[src/rtl/rr_arb_mux4.sv]
// rr_arb_mux4
//   Four-channel round-robin arbiter with a registered output stage. Each
//   channel presents data with a valid bit. The arbiter grants one channel per
//   accepted beat, copies its data into a single-entry output register and
//   rotates priority so that the channel after the winner is searched first
//   next time.
//
// Ports
//   clk        single clock, all state updates on the rising edge
//   rst_n      asynchronous active-low reset
//   in0..in3   source channel data, DATA_W bits each
//   in_valid   bit k set when channel k offers a beat
//   in_ready   bit k set when channel k's beat is taken this cycle (one-hot or zero)
//   out        registered data of the granted channel
//   sel        registered index of the channel whose beat is held in out
//   out_valid  out/sel hold a beat
//   out_ready  downstream accepts the held beat this cycle

module rr_arb_mux4 #(
    parameter int DATA_W = 32
) (
    input  logic              clk,
    input  logic              rst_n,
    input  logic [DATA_W-1:0] in0,
    input  logic [DATA_W-1:0] in1,
    input  logic [DATA_W-1:0] in2,
    input  logic [DATA_W-1:0] in3,
    input  logic [3:0]        in_valid,
    output logic [3:0]        in_ready,
    output logic [DATA_W-1:0] out,
    output logic [1:0]        sel,
    output logic              out_valid,
    input  logic              out_ready
);

    logic [1:0]        prio;
    logic [1:0]        grant;
    logic              load;
    logic              accept;
    logic [DATA_W-1:0] grant_data;

    // The output register can take a new beat when it is empty or when its
    // current beat leaves this same cycle, which gives one beat per cycle.
    assign load = ~out_valid | out_ready;

    // Search channels starting at the priority pointer and wrapping modulo 4;
    // the first valid channel wins. With no valid channel the grant value is
    // unused because in_ready stays zero.
    always_comb begin
        logic       found;
        logic [1:0] idx;
        grant = prio;
        found = 1'b0;
        for (int i = 0; i < 4; i++) begin
            idx = prio + 2'(i);
            if (!found && in_valid[idx]) begin
                grant = idx;
                found = 1'b1;
            end
        end
    end

    // Handshake back to the sources. Reset is folded in explicitly because
    // out_valid is already low in reset, which would otherwise leave load high.
    always_comb begin
        in_ready = 4'b0000;
        if (rst_n && load && (|in_valid)) begin
            in_ready[grant] = 1'b1;
        end
    end

    assign accept = |(in_ready & in_valid);

    // Data multiplexer for the granted channel.
    always_comb begin
        case (grant)
            2'd0:    grant_data = in0;
            2'd1:    grant_data = in1;
            2'd2:    grant_data = in2;
            default: grant_data = in3;
        endcase
    end

    // Output register and priority pointer. An accepted beat always overwrites
    // the register (covering the drain-and-refill case without a bubble); a
    // lone output transfer just empties it, leaving out/sel at their last
    // values. Priority moves only when a source beat is accepted.
    always_ff @(posedge clk or negedge rst_n) begin
        if (!rst_n) begin
            out       <= '0;
            sel       <= 2'b00;
            out_valid <= 1'b0;
            prio      <= 2'b00;
        end else if (accept) begin
            out       <= grant_data;
            sel       <= grant;
            out_valid <= 1'b1;
            prio      <= grant + 2'd1;
        end else if (out_ready) begin
            out_valid <= 1'b0;
        end
    end

endmodule

[config.mk]
export PLATFORM = sky130hd
export DESIGN_NAME = rr_arb_mux4
export DESIGN_NICKNAME = d
export VERILOG_FILES = /design/src/rtl/rr_arb_mux4.sv
export SDC_FILE = /design/constraint.sdc
export NUM_CORES = 1
export LEC_CHECK = 0
export CORE_UTILIZATION = 36
export CTS_BUF_LIST = sky130_fd_sc_hd__clkbuf_8 sky130_fd_sc_hd__clkbuf_16
export DETAILED_ROUTE_END_ITERATION = 12
export MAX_ROUTING_LAYER = met4
export PLACE_DENSITY = 0.86
export SLEW_MARGIN = 20
export SYNTH_ARGS = -nofsm -noshare
export SYNTH_HDL_FRONTEND = slang
export SYNTH_SLANG_ARGS = --single-unit
[constraint.sdc]
create_clock -name clk -period 5 [get_ports clk]
set_clock_uncertainty 0.05 [all_clocks]
set_input_delay 1 -clock clk [delete_from_list [all_inputs] [get_ports clk]]
set_output_delay 1 -clock clk [all_outputs]
set_load 0.02 [all_outputs]
==> impl_metrics.yaml <==
drt:
  vias: 2664
  first_iter_violations: 190
  drc_errors: 0
  ant_nets: 0
  wl_mm: 7.65
  drtPass1Iterations: 5
  vias_per_cell: 5.34
  wl_per_cell_um: 15.3
logic_synthesis:
  synth_top_family_by_area: "compound AO/OA/AOI/OAI gates"
  synth_top_area_share: 0.418
  ys_async_sr_fraction: 1.00
  yosys_register_bits: 37
  synth-compound-area-share: 0.334
  yosysWarnings: 0
  yosys.area.top_type: "dfrtp_1"
  ys.flop_type: "dfrtp_1"
  synth_cells: 262
  synthSimpleGateAreaFrac: 0.147
  yosys-top-cells-area: "dfrtp_1 42%, a222oi_1 14%, a21oi_1 8.4%"
  synth_area_um2: 2210
  muxShareOfSynthArea: 0.0102
  syn_nets: 402
  synthXorXnorAreaFrac: 0
  synth.avg_cell_area_um2: 8.45
  yosysSeqAreaShare: 0.418
  synth_edf_count: 0
  ys_types: 24
  synth-adder-area-share: 0.0282
clock_tree:
  path_clk_slew_ns: 0.07
  holdBufCountCts: 0
  tritoncts: "yes"
  insertion_delay_ns: 0.28
  numCtsBuffers: 5
  cts_root_buffer: "clkbuf_8"
  post_cts_buffers: 0
  cts_max_path_buffers: 2
  clock_sinks: 37
  htree_levels: 2
  cts_resized: 0
run_status:
  status: "completed"
grt:
  grt_max_degree: 39
  antenna_found_initial: 0
  grt_overflow: 0
  grt_usage: 0.241
  grt_pass1_vias: 2499
  grt_pass1_wl_mm: 11.4
flow_run:
  maxCapViolations: 0
pwr:
  fin_total_pwr_w: 0.00201
  cellPowerDensity_nw_per_um2: 493
  leakage_nw: 1.67
  irDropWorstVdd_v: 0.000271
place:
  placed_area_um2: 3980
  place_inst: 492
  gp_congestion: 0.832
  dpl.hpwl_mm: 5.78
  portBuffers: 173
setup_path:
  crit_path_frequent_cell: "clkdlybuf4s50_1"
  r2r_start: "prio[1]"
  reg2reg_slack_ns: 2.02
  ff2ff_path_depth: 10
  crit_chain: "clkdlybuf4s50_1 -> nor2b_1 -> a21oi_1 -> o221ai_1 -> inv_1 -> ha_1 -> and2_1 -> clkdlybuf4s50_1"
  critPathSlowestCell: "clkdlybuf4s50_1"
  crit_path_max_incr_delay_ns: 0.55
  worstPathArrival_ns: 3.29
  end_kind: "output pin"
  cp.buffers_inverters: 3
  reg2reg_to: "prio[1]"
  crit_family: "buffers and inverters"
  crit_type: "input port to output pin"
  start_kind: "input port"
  cp_max_fo: 5
  required_ns: 3.95
worst_hold_path:
  hp-class: "flip-flop to flip-flop"
  hold_start: "out[17]"
  hold_depth: 2
  hold_end: "out[17]"
layout:
  stdcell_count: 499
  syn_to_final_growth_pct: 84.2
  mostFrequentLayoutCells: "172 x clkdlybuf4s50_1, 37 x a21oi_1, 37 x dfrtp_1, 36 x nand2_1, 35 x o21ai_0"
  layout_commonest_cell: "clkdlybuf4s50_1"
  final_util: 0.689
  diodes: 0
  drive_gt1_frac: 0.0472
  fin_area_um2: 4080
  fin_nets: 564
timing:
  maxSlewViolCount: 0
  setup_viol: 0
  slew_headroom: 0.570
  period_share: 0.869
  rsz0062_at_grt: "no"
  tightest_slew_ns: 0.644
  fmax_mhz: 230
  min_period_ns: 4.34
  totalNegativeSetupSlack_ns: 0
  finalHoldViolations: 0
floorplanning:
  fp.dieH_um: 80.4
  initial_utilization: 0.374
  coreArea_um2: 5920
  dieArea_um2: 6470
  io_pins: 174
  rows: 28
  fp.dieW_um: 80.4
==> cell type report <==
cell class,count,area [um2]
inverter,4,15.0
tap,75,93.8
fill,472,1840
clock buffer,5,68.8
multi-input combinational,195,1150
clock inverter,2,35.0
sequential,37,926
timing repair buffer,181,1790
==> synth_stat cells (4+ instances only) <==
master,count
a21oi_1,37
dfrtp_1,37
nand2_1,36
o21ai_0,35
nor2_1,33
a222oi_1,32
clkbuf_1,19
ha_1,5
and2_1,4
buf_4,4
inv_1,4
==> sequential cells by signal, summed over array words and instances, names as in the netlist <==
signal and cells:
out 32, sel 2, prio 2, out_valid 1
==> worst max path at each step <==
stage	startpoint	endpoint	slack (ns)	depth (start not counted)
final	in_valid[0]	in_ready[3]	0.66	8
after global routing	in_valid[0]	in_ready[3]	0.51	8
after CTS	in_valid[0]	in_ready[3]	0.68	8
after detailed placement	in_valid[0]	in_ready[3]	0.69	8
after global placement	in_valid[0]	in_ready[3]	0.78	8
after floorplan	in_valid[0]	in_ready[1]	1.46	8
==> worst reg2reg max path, stage by stage (launching register included) <==
cell and delay (ns):
dfrtp_1 0.46, nor3_1 0.17, a21oi_1 0.07, a21oi_1 0.32
inv_1 0.14, ha_1 0.22, buf_4 0.24, a22o_1 0.29
o2111ai_4 0.20, buf_4 0.33, mux2_2 0.38
==> cells by family after synthesis <==
family,count (synthesis)
buffers and inverters,30
adder cells (fa/ha/maj),5
AO/OA/AOI/OAI,109
flip-flops,37
multiplexers,2
AND/OR/NAND/NOR,79
==> report_power, final <==
| part | internal, W | switching, W |
|---|---|---|
| logic | 0.000577 | 0.000691 |
| registers | 0.000427 | 0.0000710 |
| clock network | 0.000145 | 0.000101 |
==> stage by stage <==
stage	setup slack, ns	hold WS, ns
2_1_floorplan	1.46	0.460
3_3_place_gp	0.780	0.410
3_5_place_dp	0.693	0.419
4_1_cts	0.684	0.435
5_1_grt	0.508	0.460
6_report	0.656	0.427
==> layer usage <==
layer	global-route usage	vias to the layer above	routed length, um
met5	-	-	0
met4	0.0554	0	81
met3	0.0670	8	722
met2	0.453	139	4020
met1	0.246	1215	2830
li1	-	1302	-
Power figures use the tool's default switching activity.
